[src/rtl/serial_subtractor.sv]
// Bit-serial subtractor: d = a - b - b_in, one bit per clock, LSB first, start/busy/done handshake.
// Optional macro SERIAL_SUBTRACTOR_ADD_MODE_EN adds an 'add' port selecting d = a + b + b_in.
module serial_subtractor #(
   parameter int WIDTH = 8
) (
   input  logic             clk,
   input  logic             rst_n,
   input  logic             start,
   input  logic [WIDTH-1:0] a,
   input  logic [WIDTH-1:0] b,
   input  logic             b_in,
`ifdef SERIAL_SUBTRACTOR_ADD_MODE_EN
   input  logic             add,
`endif
   output logic [WIDTH-1:0] d,
   output logic             b_out,
   output logic             overflow,
   output logic             busy,
   output logic             done
);

   localparam int CW = $clog2(WIDTH);

   typedef enum logic [1:0] {IDLE, SHIFT, DONE} state_t;

   state_t           state_q, state_d;
   logic [CW-1:0]    cnt_q, cnt_d;
   logic [WIDTH-1:0] a_sr_q, a_sr_d;
   logic [WIDTH-1:0] b_sr_q, b_sr_d;
   logic [WIDTH-1:0] r_sr_q, r_sr_d;
   logic             bor_q, bor_d;
   logic [WIDTH-1:0] d_q, d_d;
   logic             bout_q, bout_d;
   logic             ovf_q, ovf_d;
`ifdef SERIAL_SUBTRACTOR_ADD_MODE_EN
   logic             add_q, add_d;
`endif

   logic ai, bi, di, bor_nxt, ovf_bit;

   // Full-subtractor (or full-adder) cell on the current LSBs of the operand shifters
   assign ai = a_sr_q[0];
   assign bi = b_sr_q[0];
   assign di = ai ^ bi ^ bor_q;
`ifdef SERIAL_SUBTRACTOR_ADD_MODE_EN
   assign bor_nxt = add_q ? ((ai & bi) | ((ai ^ bi) & bor_q))
                          : ((~ai & bi) | (~(ai ^ bi) & bor_q));
   assign ovf_bit = add_q ? (~(ai ^ bi) & (ai ^ di))
                          : ((ai ^ bi) & (ai ^ di));
`else
   assign bor_nxt = (~ai & bi) | (~(ai ^ bi) & bor_q);
   assign ovf_bit = (ai ^ bi) & (ai ^ di);
`endif

   always_comb begin
      state_d = state_q;
      cnt_d   = cnt_q;
      a_sr_d  = a_sr_q;
      b_sr_d  = b_sr_q;
      r_sr_d  = r_sr_q;
      bor_d   = bor_q;
      d_d     = d_q;
      bout_d  = bout_q;
      ovf_d   = ovf_q;
`ifdef SERIAL_SUBTRACTOR_ADD_MODE_EN
      add_d   = add_q;
`endif
      case (state_q)
         IDLE, DONE: begin
            if (start) begin
               a_sr_d  = a;
               b_sr_d  = b;
               bor_d   = b_in;
               cnt_d   = '0;
`ifdef SERIAL_SUBTRACTOR_ADD_MODE_EN
               add_d   = add;
`endif
               state_d = SHIFT;
            end else begin
               state_d = IDLE;
            end
         end
         SHIFT: begin
            a_sr_d = a_sr_q >> 1;
            b_sr_d = b_sr_q >> 1;
            r_sr_d = {di, r_sr_q[WIDTH-1:1]};
            bor_d  = bor_nxt;
            cnt_d  = cnt_q + CW'(1);
            // On the MSB the cell sees the sign bits, so overflow comes straight from it
            if (cnt_q == CW'(WIDTH - 1)) begin
               d_d     = {di, r_sr_q[WIDTH-1:1]};
               bout_d  = bor_nxt;
               ovf_d   = ovf_bit;
               state_d = DONE;
            end
         end
         default: state_d = IDLE;
      endcase
   end

   always_ff @(posedge clk) begin
      if (!rst_n) begin
         state_q <= IDLE;
         cnt_q   <= '0;
         a_sr_q  <= '0;
         b_sr_q  <= '0;
         r_sr_q  <= '0;
         bor_q   <= 1'b0;
         d_q     <= '0;
         bout_q  <= 1'b0;
         ovf_q   <= 1'b0;
`ifdef SERIAL_SUBTRACTOR_ADD_MODE_EN
         add_q   <= 1'b0;
`endif
      end else begin
         state_q <= state_d;
         cnt_q   <= cnt_d;
         a_sr_q  <= a_sr_d;
         b_sr_q  <= b_sr_d;
         r_sr_q  <= r_sr_d;
         bor_q   <= bor_d;
         d_q     <= d_d;
         bout_q  <= bout_d;
         ovf_q   <= ovf_d;
`ifdef SERIAL_SUBTRACTOR_ADD_MODE_EN
         add_q   <= add_d;
`endif
      end
   end

   assign d        = d_q;
   assign b_out    = bout_q;
   assign overflow = ovf_q;
   assign busy     = (state_q == SHIFT);
   assign done     = (state_q == DONE);

endmodule

[config.mk]
export PLATFORM = sky130hd
export DESIGN_NAME = serial_subtractor
export DESIGN_NICKNAME = d
export VERILOG_FILES = /design/src/rtl/serial_subtractor.sv
export SDC_FILE = /design/constraint.sdc
export NUM_CORES = 1
export LEC_CHECK = 0
export CAP_MARGIN = 10
export CORE_ASPECT_RATIO = 0.6
export CORE_MARGIN = 10
export CORE_UTILIZATION = 45
export DETAILED_ROUTE_END_ITERATION = 8
export PLACE_DENSITY = 0.83
export SYNTH_ARGS = -nofsm -noshare
export SYNTH_HDL_FRONTEND = slang
export SYNTH_SLANG_ARGS = --single-unit
[constraint.sdc]
create_clock -name clk -period 1.45 [get_ports clk]
set_input_delay 0.29 -clock clk [delete_from_list [all_inputs] [get_ports clk]]
set_output_delay 0.29 -clock clk [all_outputs]
set_load 0.02 [all_outputs]
Word-level counts from Yosys, hierarchy flattened. Cells that the tools add are included. Widths: inputs -> output; s select.

Input port bits: 20. Output and inout bits: 12. Register bits after elaboration: 40. Word-level logic and storage cells: 40.

Bitwise gates (word level): 9. Add/sub/neg operators: 1. Eq/ne operators: 5. Multiplexer cells: 11. Reduce and logical (&&, ||, !) cells: 5.

Operators with widths (count): $pmux 8 s2 (2); $mux 8 (2); $pmux 3 s2 (1); $pmux 2 s2 (1); $reduce_and 2->1 (2); $add 3x1->3 const B (1); $and 1x1->1 (3); $eq 3x3->1 const B (1); $mux 3 (1); $xor 1x1->1 (3); $eq 2x1->1 const B (1); $eq 2x2->1 const B (1); $logic_not 2->1 (1); $mux 1 (2); $mux 2 (1); $ne 2x1->1 const B (1); $ne 2x2->1 const B (1); $not 1->1 (2); $pmux 1 s2 (1); $reduce_bool 2->1 (1); $reduce_or 2->1 (1); $or 1x1->1 (1).

Longest topological paths before layout. Gate-level depths: netlist (run 1).

Word-level depth: 5. Gate-level depth with buffers: 6. Gate-level depth less buffers: 5.

Worst setup path after synthesis (run 1). No wires, ideal clock.

Path kind: register to register. Start point: register a_sr_q[0]. End point: register ovf_q (netlist: overflow). Setup time: 101 ps. Setup slack: 42 ps. Required time: 1349 ps. Stages on the path, launching flop included: 5. Arrival: 1307 ps. Path through: dfxtp_1 > inv_1 > fa_1 > xor2_1 > o41ai_1.

Word-level cells in the longest chain between the ends: 4.

RTL lines: start: declaration (line 28) `logic [WIDTH-1:0] a_sr_q, a_sr_d;`; start signal: assignment (line 118) `a_sr_q <= a_sr_d;`; $xor 1x1->1 (line 44, 52); $xor 1x1->1 (line 44) `assign di = ai ^ bi ^ bor_q;`; $xor 1x1->1 (line 52) `assign ovf_bit = (ai ^ bi) & (ai ^ di);`; $and 1x1->1 (*) (line 52); end signal: assignment (line 124) `ovf_q <= ovf_d;`; end: declaration (line 34) `logic ovf_q, ovf_d;`.

Mark *: on every way between the ends. The rest lies on a longest branch, timed or not. A chain may end at the register's enable or synchronous reset.

Worst setup path in the final report (run 1). Same ends and word-level chain as after synthesis.

==> results of run 1 <==
-- what timing repair did --
item | in CTS | in global routing
setup endpoints to repair | 15 | 3
hold endpoints to repair | 0 | 0
resized for setup | 16 | 5
-- logic make-up (layout without fill, tap and decap cells) --
kind of cell,Yosys count,in the layout,synth area share
AOI/OAI and AO/OA,53,53,0.1915
xor gates and xnor gates,1,1,0.005496
adders and majority gates,4,4,0.03611
buffers and inverters,18,54,0.07300
DFF,39,39,0.4898
and+or+nand+nor,79,79,0.2041
-- where the power goes --
part / internal [W] / leakage, nW / switching (W)
Clock: 0.000557 / 0.0612 / 0.000380
Sequential: 0.00113 / 0.319 / 0.0000303
Combinational: 0.000150 / 0.439 / 0.000159
-- critical path: stages, from the launching register on --
cell     delay, ns
dfxtp_1       0.33
inv_1         0.07
fa_1          0.52
xor2_1        0.17
o41ai_2       0.21
-- synthesized netlist by cell type (all sizes together), types with 2 or more instances --
cell type / number / area, um2
ha: 3 / 37.54
clkbuf: 2 / 7.510
inv: 3 / 13.77
nand3: 6 / 30.03
dfxtp: 39 / 780.8
a21oi: 19 / 95.09
nand2b: 3 / 18.77
a211oi: 2 / 25.02
nand2: 62 / 232.7
nor2: 4 / 15.01
nor2b: 2 / 12.51
buf: 13 / 95.09
a31oi: 15 / 93.84
o21ai: 15 / 75.07
-- routing by layer --
| layer | GRT usage | share of wire |
|---|---|---|
| met5 | 0 | 0 |
| met4 | 0.05495 | 0.017 |
| met3 | 0.04489 | 0.061 |
| met2 | 0.1528 | 0.41 |
| met1 | 0.1461 | 0.51 |
-- state kept, by name, summed over array words and instances, names as in the netlist --
name      cells
overflow      1
bor_q         1
d             8
b_out         1
cnt_q         3
r_sr_q        7
b_sr_q        8
state_q       2
a_sr_q        8
-- cells in the final DEF, fill, tap and decap left out --
| cell type | n |
|---|---|
| nor2b_1 | 2 |
| xor2_1 | 1 |
| inv_4 | 1 |
| bufinv_16 | 1 |
| and3b_2 | 1 |
| nand3b_1 | 1 |
| nand2b_4 | 1 |
| nand2b_1 | 2 |
| clkbuf_2 | 1 |
| dlygate4sd2_1 | 10 |
| dfxtp_1 | 38 |
| clkdlybuf4s15_2 | 1 |
| ha_1 | 2 |
| inv_1 | 2 |
| o21ai_0 | 15 |
| nand3_1 | 6 |
| o41ai_2 | 1 |
| clkinv_2 | 1 |
| o21a_1 | 1 |
| a211oi_2 | 2 |
| a21oi_1 | 19 |
| nand2_1 | 62 |
| ha_2 | 1 |
| a31oi_1 | 15 |
| nor2_1 | 4 |
| clkdlybuf4s50_1 | 19 |
| dfxtp_2 | 1 |
| fa_1 | 1 |
| buf_4 | 11 |
| buf_12 | 1 |
| clkbuf_8 | 6 |
-- final cells by class --
| type | instances | area, um2 |
|---|---|---|
| fill | 306 | 1241 |
| timing repair buffer | 43 | 396.6 |
| tap | 45 | 56.30 |
| sequential | 39 | 782.0 |
| clock buffer | 6 | 82.58 |
| inverter | 3 | 13.76 |
| multi-input combinational | 137 | 715.7 |
| clock inverter | 2 | 35.03 |
-- final timing paths --
path | start | endpoint | slack (ns) | cells after the start
worst max register to register | a_sr_q[0] | overflow | 0.06 | 4
worst min-delay path | d[0] | d[0] | 0.45 | 2
worst max-delay path | a_sr_q[0] | overflow | 0.06 | 4
worst min register to register | d[0] | d[0] | 0.45 | 2
-- metrics by stage --
step                        util  total power, W  hold slack [ns]
after CTS                 0.6242        0.002412           0.4551
after global routing      0.6265        0.002496           0.4774
final                     0.6265        0.002401           0.4515
after detailed placement  0.5900        0.001482           0.4475
after global placement    0.5900        0.001477           0.4418
after floorplan                -        0.001368           0.4260
==> impl_metrics.json, run 1 <==
{
  "initial_utilization": 0.4797,
  "drive_gt1_frac": 0.1304,
  "relSlewSlack": 0.7531,
  "clock-root-buffer": "clkbuf_8",
  "startpoint_type": "flip-flop",
  "leakage_nw": 0.8193,
  "ctsHtreeMaxLevel": 2,
  "layout.nets": 253,
  "grt_pass1_wl_mm": 5.892,
  "cts_tree": "yes",
  "die_w_um": 96.84,
  "clockBufferDepth": 2,
  "finalMaxSlewViolations": 0,
  "final.setup_skew_ns": 0.006782,
  "fmax_ghz": 0.7198,
  "dp_cells": 267,
  "core_area_um2": 3323,
  "cts_buffers": 5,
  "dp_slack_ns": -0.02058,
  "die_area_um2": 6401,
  "powerDensity_nw_per_um2": 1153,
  "num_vias": 1383,
  "grt_antenna_before_repair": 0,
  "layout_min_cycle_time_ns": 1.389,
  "synth_seq_area_share": 0.4898,
  "hold_viol": 0,
  "hold_buffers": 0,
  "routabilityCongestion": 0.7760,
  "cp.arrival_ns": 1.59,
  "port_buffers": 31,
  "cts.sinks": 39,
  "synth_edf_count": 0,
  "drc": 0,
  "ys_ff_latch": 39,
  "antenna_cells": 0,
  "avgViaCountPerCell": 5.029,
  "synth_cell_types": 23,
  "synth_area_um2": 1594,
  "dpl.hpwl_mm": 2.470,
  "globalRoute.totalOverflow": 0,
  "worstSetupEndpointType": "flip-flop",
  "dr.pass1.iters": 4,
  "required_ns": 1.65,
  "path_class": "reg -> reg",
  "clkLatencyLatePin_ns": 0.30,
  "finalSetupViolCount": 0,
  "synthArstFlopShare": 0,
  "rsz0062_at_grt": "no",
  "fin_crit_sh": 0.9581,
  "drv_cap": 0,
  "synthFlopType": "dfxtp_1",
  "post_drt_wl_per_cell_um": 12.85,
  "post-cts-setup-buffer-count": 0,
  "syn2layout_area_growth_pct": 30.61,
  "place_area_um2": 1961,
  "hold_class": "reg -> reg",
  "tns_ns": 0,
  "die_h_um": 66.10,
  "setup_slack_ns": 0.06073,
  "clk_pin_slew_ns": 0.08,
  "final_cells": 275,
  "status": "complete, no violations",
  "cp_max_fo": 2,
  "synth_nets": 218,
  "ir_drop_mv": 0.4991,
  "tightest_slew_ns": 0.3703,
  "drt-total-wl_mm": 3.533,
  "gr-usage-all-layers": 0.1113,
  "fp-row-count": 16,
  "ys_warn_count": 0,
  "synth_area_per_cell_um2": 8.217,
  "grt_max_degree": 43,
  "io_pins": 32,
  "dr.first_iter.drc_count": 80,
  "grt_pass1_vias": 1261,
  "final_area_um2": 2082,
  "ant_nets": 0,
  "synth_cells": 194
}
Power figures use the tool's default switching activity.
==> inputs of run 2 (changes only) <==
CORE_ASPECT_RATIO = default   (was 0.6)
==> run 2 against run 1 <==
  * Critical path depth shrank 2
  * Clock-buffer cell count is the same
  * Power shrank 6.9%
  * Sequential share of layout area grew 0.28 points
  * Global-route usage grew 0.56 points
  * Worst setup slack lost 0.0012 ns
  * Largest power group unchanged
  * Highest routed layer unchanged
==> impl_metrics.json, run 2 (synthesis gave the netlist of run 1 again) <==
{
  "port_buffers": 31,
  "grt_max_degree": 43,
  "rsz0062_at_grt": "yes",
  "startpoint_type": "flip-flop",
  "syn2layout_area_growth_pct": 29.43,
  "hold_start": "d[5]",
  "p_switching_w": 0.0005444,
  "grt_antenna_before_repair": 0,
  "final_cell_mix": "nand2_1, dfxtp_1, a21oi_1, clkdlybuf4s50_1",
  "post_drt_wl_per_cell_um": 12.57,
  "drv_cap": 0,
  "io_pins": 32,
  "layout.nets": 254,
  "cp.arrival_ns": 1.10,
  "tightest_slew_ns": 0.2480,
  "clk_pin_slew_ns": 0.11,
  "min_path_cells": 2,
  "swShare": 0.2437,
  "timing.rr.start": "cnt_q[0]",
  "setup_slack_ns": 0.05956,
  "max_stage_delay_ns": 0.38,
  "finalMaxSlewViolations": 0,
  "fp-row-count": 21,
  "globalRoute.totalOverflow": 0,
  "relSlewSlack": 0.8329,
  "finalSetupViolCount": 0,
  "hold_end": "d[5]",
  "dr.first_iter.drc_count": 104,
  "path_buf_inv": 1,
  "dp_slack_ns": -0.05312,
  "cpLargestDelayFamily": "flip-flops",
  "hold_class": "reg -> reg",
  "reg2reg_depth": 6,
  "cts.sinks": 39,
  "clock-root-buffer": "clkbuf_4",
  "routabilityCongestion": 0.7867,
  "clockBufferDepth": 2,
  "worstSetupEndpointType": "primary output",
  "dr_wl_met3_um": 212,
  "die_area_um2": 6323,
  "grt_pass1_vias": 1303,
  "r2r-end": "d[3]",
  "top_layer_used": "met4",
  "gr-usage-all-layers": 0.1169,
  "post-route-util": 0.6087,
  "status": "complete, no violations",
  "antenna_cells": 0,
  "die_h_um": 79.52,
  "fmax_ghz": 0.7192,
  "core_area_um2": 3390,
  "mostFrequentLayoutCell": "nand2_1",
  "ant_nets": 0,
  "combPwrFrac": 0.142,
  "cts_tree": "yes",
  "dpl.hpwl_mm": 2.446,
  "cp.depth": 2,
  "drc": 0,
  "final.setup_skew_ns": 0.01044,
  "path_class": "reg -> out",
  "cts_buffers": 5,
  "leakage_nw": 0.8205,
  "dr.pass1.iters": 5,
  "required_ns": 1.16,
  "layout_min_cycle_time_ns": 1.390,
  "grt_pass1_wl_mm": 5.947,
  "pwr-share-seq": 0.517,
  "power.internal_w": 0.001690,
  "post-cts-setup-buffer-count": 0,
  "clkLatencyLatePin_ns": 0.35,
  "slowest_stage": "dfxtp_1",
  "drt-total-wl_mm": 3.482,
  "ctsHtreeMaxLevel": 2,
  "hold_viol": 0,
  "powerDensity_nw_per_um2": 1083,
  "initial_utilization": 0.4703,
  "drt-met1-wl_mm": 1.443,
  "route.met2.wl_mm": 1.750,
  "clkPwrFrac": 0.341,
  "hold_slack_ns": 0.4596,
  "fin_crit_sh": 0.9589,
  "die_w_um": 79.52,
  "ir_drop_mv": 0.7215,
  "cp_max_fo": 4,
  "drive_gt1_frac": 0.1255,
  "num_vias": 1421,
  "avgViaCountPerCell": 5.130,
  "worstPathCellList": "nor2b_1 > buf_2",
  "ff2ff_setup_slack_ns": 0.12
}
run 2: layout make-up:
cell class	instances	area, um2
Clock buffer	6	51.30
Tap cell	46	57.56
Timing Repair Buffer	44	416.7
Multi-Input combinational cell	137	708.2
Inverter	3	13.76
Clock inverter	2	35.03
Fill cell	303	1326
Sequential cell	39	780.7
run 2: power groups by stage:
stage | Sequential [W] | Clock [W] | Combinational, W
floorplan | 0.00117 | 0 | 0.000195
global placement | 0.00118 | 0 | 0.000305
detailed placement | 0.00118 | 0 | 0.000310
CTS | 0.00115 | 0.000775 | 0.000310
global route | 0.00116 | 0.000816 | 0.000353
finish | 0.00116 | 0.000762 | 0.000316
run 2: timing repair:
action,CTS,global route
gates resized for setup,18,5
pin swaps,0,1
endpoints found under the setup margin,12,12
hold buffers,0,0
run 2: per-layer routing:
metal	vias up	GRT usage
met5	-	0
met4	0	0.06452
met1	657	0.1309
met3	8	0.04167
li1	724	-
met2	32	0.1885
run 2: worst reg2reg max path: stages, from the launching register on:
cell	delay, ns
dfxtp_1	0.34
ha_1	0.20
ha_1	0.20
nand3b_1	0.17
buf_4	0.17
nand2_1	0.05
a21oi_1	0.13
run 2: worst max path at each step:
stage	startpoint	end	slack, ns
global placement	state_q[1]	busy	0.005
global route	cnt_q[0]	d[7]	-0.009
finish	state_q[1]	done	0.06
floorplan	a_sr_q[0]	overflow	0.04
CTS	cnt_q[0]	d[7]	0.01
detailed placement	start	b_sr_q[3]	-0.05
run 2: through the flow:
step                  TNS, ns  total power, W  instance area [um2]  cells
global route        -0.009212        0.002334                 2063    277
global placement            0        0.001482                 1982    269
CTS                         0        0.002240                 2046    277
floorplan                   0        0.001368                 1594    194
finish                      0        0.002234                 2063    277
detailed placement    -0.2405        0.001489                 1982    269
